**src/rtl/seg7_pkg.sv**
```systemverilog
// rtl/seg7_pkg.sv - shared types and constants for the seven-segment display arbiter
package seg7_pkg;

    typedef enum logic [1:0] {
        ST_IDLE  = 2'd0,
        ST_HOLD  = 2'd1,
        ST_SHARE = 2'd2
    } seg7_state_e;

    localparam int          DIGITS    = 4;
    localparam logic [3:0]  SEL_BLANK = 4'b0000;

endpackage

```
**src/rtl/seg7_rr_pick.sv**
```systemverilog
// rtl/seg7_rr_pick.sv - combinational round-robin picker with optional excluded index
module seg7_rr_pick #(
    parameter int NUM_REQ = 3,
    parameter int IDX_W   = 2
) (
    input  logic [NUM_REQ-1:0] req,
    input  logic [IDX_W-1:0]   rr_ptr,
    input  logic               excl_en,
    input  logic [IDX_W-1:0]   excl_idx,
    output logic [NUM_REQ-1:0] pick,
    output logic               found
);

    // Scan from rr_ptr upward with wrap; the first eligible requester wins.
    always_comb begin
        int idx;
        pick  = '0;
        found = 1'b0;
        idx   = 0;
        for (int k = 0; k < NUM_REQ; k++) begin
            idx = (int'(rr_ptr) + k) % NUM_REQ;
            if (!found && req[idx] && !(excl_en && (idx == int'(excl_idx)))) begin
                pick[idx] = 1'b1;
                found     = 1'b1;
            end
        end
    end

endmodule

```
**src/rtl/seg7_display_arbiter.sv**
```systemverilog
// rtl/seg7_display_arbiter.sv - shares one Seg7 driver between requesters with dwell and urgent preempt
module seg7_display_arbiter
    import seg7_pkg::*;
#(
    parameter int NUM_REQ     = 3,
    parameter int TICK_DIV    = 50000,
    parameter int DWELL_TICKS = 2000
) (
    input  logic                   clk,
    input  logic                   rst,
    input  logic [NUM_REQ-1:0]     req,
    input  logic [16*NUM_REQ-1:0]  req_num,
    input  logic [4*NUM_REQ-1:0]   req_sel,
    output logic [NUM_REQ-1:0]     gnt,
    output logic [15:0]            num_out,
    output logic [DIGITS-1:0]      sel_out,
    output logic                   busy
);

    localparam int IDX_W = (NUM_REQ > 1) ? $clog2(NUM_REQ) : 1;
    localparam int PS_W  = $clog2(TICK_DIV);
    localparam int DW_W  = $clog2(DWELL_TICKS + 1);

    seg7_state_e         state;
    seg7_state_e         state_nxt;
    logic [IDX_W-1:0]    owner;
    logic [IDX_W-1:0]    owner_nxt;
    logic [IDX_W-1:0]    rr_ptr;
    logic [IDX_W-1:0]    pick_idx;
    logic [NUM_REQ-1:0]  pick;
    logic                found;
    logic                grant_evt;
    logic                owner_req;
    logic                tick;
    logic [PS_W-1:0]     prescaler;
    logic [DW_W-1:0]     dwell;

    // Outside IDLE the current owner is excluded so "found" means someone else wants the display.
    seg7_rr_pick #(
        .NUM_REQ (NUM_REQ),
        .IDX_W   (IDX_W)
    ) u_rr_pick (
        .req      (req),
        .rr_ptr   (rr_ptr),
        .excl_en  (state != ST_IDLE),
        .excl_idx (owner),
        .pick     (pick),
        .found    (found)
    );

    // Convert the one-hot pick into an owner index.
    always_comb begin
        pick_idx = '0;
        for (int i = 0; i < NUM_REQ; i++) begin
            if (pick[i]) begin
                pick_idx = IDX_W'(i);
            end
        end
    end

    assign owner_req = req[owner];
    assign tick      = (prescaler == PS_W'(TICK_DIV - 1));

    // Next-state and next-owner decisions; grant_evt marks every ownership change.
    always_comb begin
        state_nxt = state;
        owner_nxt = owner;
        grant_evt = 1'b0;
        case (state)
            ST_IDLE: begin
                if (found) begin
                    owner_nxt = pick_idx;
                    state_nxt = ST_HOLD;
                    grant_evt = 1'b1;
                end
            end
            ST_HOLD: begin
                if (!owner_req) begin
                    if (found) begin
                        owner_nxt = pick_idx;
                        state_nxt = ST_HOLD;
                        grant_evt = 1'b1;
                    end else begin
                        state_nxt = ST_IDLE;
                    end
                end else if (req[0] && (owner != '0)) begin
                    owner_nxt = '0;
                    state_nxt = ST_HOLD;
                    grant_evt = 1'b1;
                end else if (tick && (dwell == DW_W'(DWELL_TICKS - 1))) begin
                    // Last tick of the dwell: sharing is allowed from the next cycle on.
                    state_nxt = ST_SHARE;
                end
            end
            ST_SHARE: begin
                if (!owner_req) begin
                    if (found) begin
                        owner_nxt = pick_idx;
                        state_nxt = ST_HOLD;
                        grant_evt = 1'b1;
                    end else begin
                        state_nxt = ST_IDLE;
                    end
                end else if (found) begin
                    // Urgent requester jumps the rotation order when it is waiting.
                    owner_nxt = (req[0] && (owner != '0)) ? '0 : pick_idx;
                    state_nxt = ST_HOLD;
                    grant_evt = 1'b1;
                end
            end
            default: begin
                state_nxt = ST_IDLE;
            end
        endcase
    end

    // State, owner, rotation pointer and dwell timing registers.
    always_ff @(posedge clk) begin
        if (rst) begin
            state     <= ST_IDLE;
            owner     <= '0;
            rr_ptr    <= '0;
            prescaler <= '0;
            dwell     <= '0;
        end else begin
            state <= state_nxt;
            owner <= owner_nxt;
            if (grant_evt) begin
                rr_ptr    <= (owner_nxt == IDX_W'(NUM_REQ - 1)) ? '0 : owner_nxt + 1'b1;
                prescaler <= '0;
                dwell     <= '0;
            end else if (state_nxt == ST_IDLE) begin
                prescaler <= '0;
                dwell     <= '0;
            end else begin
                prescaler <= tick ? '0 : prescaler + 1'b1;
                if (tick && (dwell != DW_W'(DWELL_TICKS))) begin
                    dwell <= dwell + 1'b1;
                end
            end
        end
    end

    // Registered display outputs follow the next owner's live data every cycle.
    always_ff @(posedge clk) begin
        if (rst) begin
            gnt     <= '0;
            num_out <= '0;
            sel_out <= SEL_BLANK;
            busy    <= 1'b0;
        end else if (state_nxt == ST_IDLE) begin
            gnt     <= '0;
            sel_out <= SEL_BLANK;
            busy    <= 1'b0;
        end else begin
            gnt     <= NUM_REQ'(1) << owner_nxt;
            num_out <= req_num[int'(owner_nxt)*16 +: 16];
            sel_out <= req_sel[int'(owner_nxt)*4 +: 4];
            busy    <= 1'b1;
        end
    end

endmodule

```
**config.mk**
```make
export PLATFORM = sky130hd
export DESIGN_NAME = seg7_display_arbiter
export DESIGN_NICKNAME = d
export VERILOG_FILES = /design/src/rtl/seg7_pkg.sv /design/src/rtl/seg7_rr_pick.sv /design/src/rtl/seg7_display_arbiter.sv
export SDC_FILE = /design/constraint.sdc
export NUM_CORES = 1
export LEC_CHECK = 0
export ABC_AREA = 1
export CAP_MARGIN = 20
export CORE_UTILIZATION = 35
export CTS_CLUSTER_SIZE = 20
export DETAILED_ROUTE_END_ITERATION = 12
export GPL_ROUTABILITY_DRIVEN = 0
export GPL_TIMING_DRIVEN = 0
export MAX_ROUTING_LAYER = met4
export PLACE_DENSITY_LB_ADDON = 0.1
export SLEW_MARGIN = 25
export SYNTH_ARGS = -nofsm -noshare
export SYNTH_HDL_FRONTEND = slang
export SYNTH_SLANG_ARGS = --single-unit
```
**constraint.sdc**
```tcl
create_clock -name clk -period 3 [get_ports clk]
set_input_delay 0.6 -clock clk [delete_from_list [all_inputs] [get_ports clk]]
set_output_delay 0.6 -clock clk [all_outputs]
set_load 0.005 [all_outputs]
```
* Yosys cells after proc, flatten, opt, wreduce, memory -nomap -nowiden
Index checks and enable logic that the tools add are counted.
Word-level totals: register bits after elaboration 57, output and inout bits 24, word-level logic and storage cells 110
Cells by class: add/subtract/negate cells 5, divide/modulo/power cells 3, magnitude comparators 7, eq/ne operators 9, shift operators 3, muxes and demuxes 45, bitwise logic cells 2, reduce and logical (&&, ||, !) cells 27
Operators by type and width (number):
- equality test 32 x 3 -> 1 bit | 3
- >= comparator 32 x 1 -> 1 bit (second input constant) | 3
- less-than comparator 32 x 4 -> 1 bit (second input constant) | 3
- remainder unit 32 x 3 -> 32 bit (second input constant) | 2
- indexed part select 48 x 7 -> 16 bit | 1
- remainder unit 3 x 3 -> 32 bit (second input constant) | 1
- two-way mux 2 bit | 13
- two-way mux 1 bit | 19
- adder 16 x 1 -> 16 bit (second input constant) | 1
- equality test 16 bit (second input constant) | 1
- logical AND 1 bit | 14
- case mux 2 bit (3 select lines) | 2
- indexed part select 12 x 5 -> 4 bit | 1
- adder 11 x 1 -> 11 bit (second input constant) | 1
- equality test 11 bit (second input constant) | 1
- != test 11 bit (second input constant) | 1
- two-way mux 3 bit | 3
- binary-select mux 1 bit (select 2 bit) | 4
- demux 1 bit (select 2 bit) | 3
- bitwise OR 3 bit | 2
- logical NOT 1 bit | 5
- equality test 2 bit (second input constant) | 2
- logical NOT 2 bit | 2
- nonzero test 2 bit | 2
- other kinds (10) | 11

* Depth between registers and ports, before layout
depth in word-level cells 22, depth in mapped cells 26

* Hierarchy
Synthesis repeated with hierarchy kept, for this count alone.
Second synthesis, totals: cells, all modules 573, area total of the unflattened synthesis 3882.5 um^2
By module, submodules not included:
- seg7_display_arbiter | instances 1, cells an instance 484, area each 3383.2 um^2
- seg7_rr_pick | instances 1, cells an instance 89, area each 499.2 um^2

* Worst setup path before layout
No wires, ideal clock.
path kind register to register, start point register rr_ptr[0], end point register prescaler[5], library setup time 133 ps, data arrival time 2773 ps, data required time 2867 ps, slack 95 ps, cell stages (with the launch flop) 23, buffers on the path 1, period minus slack after synthesis 2905 ps, cells stage by stage dfxtp_1 inv_1 ha_1 inv_2 nand3_2 ha_1 inv_1 nand3_1 nand2_1 inv_1 nor2_1 nand2_1 a21oi_4 nand2_2 nand2_1 nand2_1 nand2_2 nand2_4 nand2_4 nor2_4 o21ai_2 buf_6 nor3_2
Between the ends: cells in the longest elaborated chain, start to end 19, elaborated cells on any way between the ends 43, classes of those cells add/sub: 2; div: 3; eq/ne: 3; mux: 20; reduce/logical: 15
RTL lines:
- from (decl) | line seg7_display_arbiter.sv:28 | logic [IDX_W-1:0] rr_ptr;
- from (signal assigned) | line seg7_display_arbiter.sv:129 | rr_ptr <= (owner_nxt == IDX_W'(NUM_REQ - 1)) ? '0 : owner_nxt + 1'b1;
- parallel branches: the longest is 13 deep, another holds remainder unit 32 x 3 -> 32 bit
- two-way mux 1 bit (*) | line seg7_rr_pick.sv:22 | if (!found && req[idx] && !(excl_en && (idx == int'(excl_idx)))) begin
- two-way mux 1 bit / two-way mux 2 bit (equally long branches)
- two-way mux 2 bit, on equally long branches | line seg7_display_arbiter.sv:96, seg7_display_arbiter.sv:78
- case mux 2 bit (3 select lines) | line seg7_display_arbiter.sv:69 | case (state)
- logical NOT 2 bit | line seg7_display_arbiter.sv:132 | end else if (state_nxt == ST_IDLE) begin
- OR reduction 4 bit (no source line) (*)
- to (signal assigned) | line seg7_display_arbiter.sv:136 | prescaler <= tick ? '0 : prescaler + 1'b1;
- to (decl) | line seg7_display_arbiter.sv:35 | logic [PS_W-1:0] prescaler;
Mark *: on every way between the ends. The select of a mux whose other input is x is not followed. A chain may end at the register's enable or synchronous reset.

* Worst setup path after layout
start point register rr_ptr[1], end point register prescaler[6]
Same word-level chain as after synthesis.

==> results.toml <==
[outcome]
status = "finished, final reports clean"

[layout]
area_delta_synth_final_pct = 47.2
nets = 775
layout-drive-gt1-share_pct = 18.1
register_area_mm2 = 0.00115
instances_no_fill = 836
n_antenna_cell = 0
multi_input_area_mm2 = 0.00242
nFillCells = 1033

[flow_run]
max-cap-violations = 0

[drt]
drt_iter0_markers = 123
drc = 0
vias = 3982
firstDrtPassIters = 4
antenna_left = 0
totalWireLength_um = 10200
vias_per_cell = 4.76
wl_per_cell_um = 12.2

[synthesis]
synth_compound_area_share_pct = 10.4
synth_xor_area_share_pct = 1.64
yosysSeqAreaShare_pct = 30.5
netlist_instances = 580
synth_top_family_by_area = "simple AND/OR/NAND/NOR gates"
synthDistinctLibCells = 38
synth_nets = 658
synth_mux_area_share_pct = 0
yosysWarnings = 0
ys_ff_latch = 57
syn_area_per_cell_um2 = 6.45
syn_area_mm2 = 0.00374
synth_fa_ha_area_share_pct = 4.35
synth_simple_gate_area_share_pct = 40.9

[timing]
skew_ps = 6.52
fin_tns_setup_ps = 0
finalHoldViolations = 0
rsz0062_at_grt = "yes"
fin_crit_ps = 2970
setup_slack_ps = 34.5
setup_viol = 0
worstMarginPinSlew_ps = 499
drv_slew = 0
period_share_pct = 98.8
hold_ws_ps = 462
slew_headroom_pct = 66.5
fmax_mhz = 337

[clocking]
max-clock-path-buffers = 2
cts_htree_levels = 3
holdBufCountCts = 0
path_clk_slew_ps = 60
clock-sinks = 57
root_buffer = "clkbuf_8"
cts_tree = "yes"
cts_buffers = 9
clock_latency_ps = 330

[grt]
antenna_found_initial = 0
gr-total-overflow = 0
grt_first_pass_wirelength_um = 16900
grt_pass1_vias = 3712
grt_util_all_layers_pct = 19.2
grt_max_degree = 11

[setup_path]
cp.required_ps = 3270
cp.arrival_ps = 3230
crit_fanout = 8
cp-start-kind = "flip-flop"
worst-setup-path-type = "flip-flop to flip-flop"
endpoint_kind = "flip-flop"

[place]
preCtsSetupSlack_ps = -476
io_buffers = 88
hpwlAfterDp_um = 7670
dp_cells = 804

[die]
die_area_mm2 = 0.0111
core.rowCount = 37
fp.dieH_um = 105
boundaryPins = 89
chipWidth_um = 105
core_area_mm2 = 0.0103
initial_core_util_pct = 36.2

[power_and_ir_drop]
power.density_mw_per_mm2 = 1110
ir_drop_uv = 601
power_leakage_nw = 2.39

[min_path]
hp-class = "flip-flop to flip-flop"
[where the power goes]
group | total [mW] | internal [mW] | switching [mW]
registers | 1.04 | 0.927 | 0.113
clock network | 0.806 | 0.502 | 0.303
logic | 4.27 | 1.81 | 2.45
total | 6.11 | 3.24 | 2.87
[path summary, 6_finish.rpt]
path                                   start  slack (ps)            to  cells past startpoint
worst max-delay path               rr_ptr[1]          30  prescaler[6]                     21
worst min-delay path            prescaler[0]         460  prescaler[0]                      1
worst max register to register     rr_ptr[1]          30  prescaler[6]                     21
worst min register to register  prescaler[0]         460  prescaler[0]                      1
[state kept, by name, indices dropped and copies added (netlist names)]
| register | cells |
|---|---|
| num_out | 16 |
| prescaler | 16 |
| dwell | 11 |
| sel_out | 4 |
| gnt | 3 |
| owner | 2 |
| rr_ptr | 2 |
| state | 2 |
| busy | 1 |
[routing by layer]
layer | routed length (um) | global-route usage (%) | vias to the layer above
met5 | 0 | - | -
met4 | 121 | 5.43 | 0
met3 | 474 | 4.89 | 12
met2 | 4810 | 31.1 | 87
met1 | 4830 | 23.7 | 1781
li1 | - | - | 2102
[layout by cell type (no fill, tap or decap), types with 3 or more instances in the layout]
master / instances
nor4_1: 3
nand3b_1: 10
dfxtp_1: 55
nor2_4: 7
buf_8: 4
or2_2: 3
clkbuf_8: 11
ha_1: 9
buf_4: 16
nand2_4: 10
a21oi_2: 6
clkbuf_1: 5
inv_1: 80
nand3_1: 44
xor2_1: 5
nand4_1: 23
nand3_2: 12
o21ai_1: 7
a21boi_0: 6
nor3_1: 10
o21ai_0: 25
clkdlybuf4s50_1: 88
o21ai_2: 4
nand2_2: 11
a21oi_1: 11
inv_2: 12
nand2_1: 122
ha_4: 4
nor2_1: 57
buf_6: 6
nor3b_1: 5
[timing repair]
item / CTS / global route
resized for setup: 22 / 82
pin swaps: 3 / 18
gates cloned: 1 / 3
endpoints found under the setup margin: 55 / 54
buffers inserted: 3 / 11
[Yosys cell counts]
library cell | number | area (um^2)
a211oi_1 | 2 | 15.0
a21boi_0 | 6 | 45.0
a21oi_1 | 15 | 75.1
a21oi_2 | 2 | 17.5
a21oi_4 | 1 | 16.3
a31oi_1 | 2 | 12.5
buf_1 | 1 | 3.75
buf_2 | 4 | 20.0
buf_4 | 4 | 30.0
buf_6 | 2 | 22.5
clkbuf_1 | 6 | 22.5
dfxtp_1 | 57 | 1140
ha_1 | 13 | 163
inv_1 | 87 | 327
inv_2 | 8 | 30.0
nand2_1 | 134 | 503
nand2_2 | 5 | 31.3
nand2_4 | 4 | 45.0
nand3_1 | 54 | 270
nand3_2 | 3 | 30.0
nand3b_1 | 10 | 75.1
nand4_1 | 23 | 144
nor2_1 | 64 | 240
nor2_2 | 1 | 6.26
nor2_4 | 1 | 11.3
nor2b_1 | 1 | 6.26
nor3_1 | 10 | 50.1
nor3_2 | 3 | 30.0
nor3b_1 | 5 | 37.5
nor4_1 | 3 | 18.8
nor4_2 | 1 | 12.5
o211ai_1 | 1 | 7.51
o21ai_0 | 31 | 155
o21ai_1 | 2 | 10.0
o21ai_2 | 4 | 35.0
or2_2 | 3 | 18.8
xnor2_1 | 2 | 17.5
xor2_1 | 5 | 43.8
[critical path, cell delays in order (launching register included)]
cell and delay (ps):
dfxtp_4 420, inv_4 60, ha_4 270, inv_6 90
nand3_4 90, ha_4 220, inv_2 40, nand3_2 50
nand2_2 80, inv_2 30, nor2_1 70, nand2_1 100
a21oi_4 240, nand2_4 130, o21ai_2 170, inv_2 80
nand2_4 110, nand2_4 70, nor2_4 150, o21ai_4 130
buf_8 170, nor3_4 90
[cell type report]
type / count / area share, %
Tap cell: 136 / 3.09
Timing Repair Buffer: 105 / 18.8
Inverter: 95 / 6.70
Sequential cell: 57 / 20.9
Clock inverter: 3 / 1.18
Clock buffer: 11 / 2.75
Multi-Input combinational cell: 412 / 43.9
Buffer: 17 / 2.68
[cell families after synthesis]
logic type | after synthesis
and+or+nand+nor | 325
buffers and inverters | 112
AOI/OAI and AO/OA | 66
DFF | 57
adders and majority gates | 13
xor gates and xnor gates | 7
[metrics by stage]
stage	total power, mW	cell area [um^2]	util, %
floorplan	3.37	3740	-
global placement	4.28	4790	46.4
detailed placement	4.32	4790	46.4
CTS	5.37	5100	49.4
global route	6.68	5510	53.3
finish	6.11	5510	53.3
(Power assumes the default switching activity.)
==> RTL edit, RTL diff (same flow settings) <==
Encoding of `seg7_state_e`: now one-hot (3 bits for 3 states).
--- a/src/rtl/seg7_pkg.sv
+++ b/src/rtl/seg7_pkg.sv
@@ -1,10 +1,10 @@
 // rtl/seg7_pkg.sv - shared types and constants for the seven-segment display arbiter
 package seg7_pkg;
 
-    typedef enum logic [1:0] {
-        ST_IDLE  = 2'd0,
-        ST_HOLD  = 2'd1,
-        ST_SHARE = 2'd2
+    typedef enum logic [2:0] {
+        ST_IDLE  = 3'b001,
+        ST_HOLD  = 3'b010,
+        ST_SHARE = 3'b100
     } seg7_state_e;
 
     localparam int          DIGITS    = 4;
Function: same outputs for any inputs over 4 cycles, from zero or initial values and one cycle with rst high; so few cycles prove little.
==> RTL edit against the unedited design <==
Total power shrank 6.3%; cell count decreased by 3.6%; setup slack improved by 0.10 ns; non-clock buffer count is 6 lower; area after synthesis grew 1.4%; sequential share of layout area increased by 0.89 points; final area decreased by 2.4%; highest routed layer unchanged; routed wire length decreased by 3.4%; count of clock-buffer cells in the layout decreased by 2; sequential cell count rose by 1; synthesized cell count decreased by 4.8%.
==> RTL edit: results (changes against the unedited design) <==
status = complete, no violations
DP HPWL = 7444 um (-2.9%)
drt pass-1 iters = 5 (+1)
GR met3 Demand/Resource = 0.03924 (-0.009616)
PostCTS Resize Cnt = 6 (-73%)
Clock Buffer Count = 9 (-2)
Repair and plain buffers = 116 (-4.9%)
setup repair bufs after CTS = 0 (-3)
Post-Syn Nets = 630 (-4.3%)
XOR/XNOR Fraction of Synth Area = 0.03002 (+0.01363)
Total Wirelength = 9883 um (-3.4%)
peak supply drop = 0.0006022 V (+0.18%)
total track usage = 0.1850 (-0.007217)
worst-path maximum fanout = 7 (-1)
worst slack, placed = -0.2506 ns (+0.2258 ns)
Synth cell types = 41 (+7.9%)
1st-iter DRT viols = 268 (+120%)
placed cell area = 4833 um^2 (+0.89%)
Synth async-reset ratio = 0 (unchanged)
number of global-route vias before repair = 3617 (-2.6%)
mux cell area share after synthesis = 0.002639 (+0.002639)
Global Route met1 Usage = 0.2160 (-0.02057)
sequential share of the synthesized area = 0.3062 (+0.001051)
relative slew slack = 0.7140 (+0.04935)
post-synthesis register bit count = 58 (+1.8%)
M2 GR Usage = 0.3095 (-0.001096)
Inverters = 90 (-5.3%)
Max clock buf depth = 2 (unchanged)
Synth Area in Compound Gates = 0.07093 (-0.03311)
Post-synth top cells = nand2_1 (112), inv_1 (75), nor2_1 (64)
Int Pwr = 3.046 mW (-6.1%)
final net count = 743 (-4.1%)
Vias/cell = 4.741 (-0.47%)
share of post-route cells with drive strength above 1 = 0.1657 (-0.01576)
sequential cell area = 1169 um^2 (+1.7%)
synth top area cells = dfxtp_1 (31%), nand2_1 (11%), inv_1 (7.4%), nand3_1 (7.1%), nor2_1 (6.3%)
Syn Inst Count = 552 (-4.8%)
fillcell total = 1004 (-2.8%)
clk_lat worst skew = 0.35 ns (+0.02 ns)
maximum number of pins on one net before global-route repair = 13 (+2)
Synth Area in Adders = 0.04289 (-0.0006027)
sequential cell fraction of total power = 0.177 (+0.007)
post-route cell area = 5373 um^2 (-2.4%)
fin util = 0.5158 (-0.01759)
Final Skew = 0.01166 ns (+0.005145 ns)
global-route wire length before repair = 16160 um (-4.1%)
port bufs = 87 (-1.1%)
drt wl/cell = 12.26 um (+0.16%)
#MultiIn Comb = 390 (-5.3%)
buffering overhead = 0.2129 (-0.002322)
Lkg Pwr = 2.317 nW (-3.0%)
fraction of area in multi-input gates = 0.4280 (-0.01095)
Comb power = 3.89 mW (-8.9%)
Cells after DPL = 775 (-3.6%)
## RTL edit: per-layer routing
| metal | vias to the layer above | routed length (um) |
|---|---|---|
| met5 | - | 0 |
| met2 | 94 | 4850 |
| li1 | 2004 | - |
| met3 | 11 | 497 |
| met4 | 0 | 133 |
| met1 | 1712 | 4403 |
## RTL edit: worst paths after layout
path	end	slack (ns)	cells after the start
max	num_out[4]	0.14	21
min	prescaler[0]	0.45	1
max reg2reg	num_out[4]	0.14	21
min reg2reg	prescaler[0]	0.45	1
## RTL edit: worst max-delay path, stage by stage, from the launching register on
cell and delay (ns):
dfxtp_4 0.42, inv_4 0.06, ha_4 0.27, inv_6 0.07, nand3_4 0.07, ha_4 0.21
nand3b_1 0.16, nand2_2 0.11, nand3_4 0.11, nand3_4 0.09, nand3_4 0.12, nand2_2 0.10
nand2_2 0.06, nand2_2 0.06, nand3_2 0.10, nand2_4 0.16, nand2_8 0.12, clkbuf_16 0.19
nand4_1 0.07, nand3_1 0.09, nand2_1 0.08, inv_1 0.03
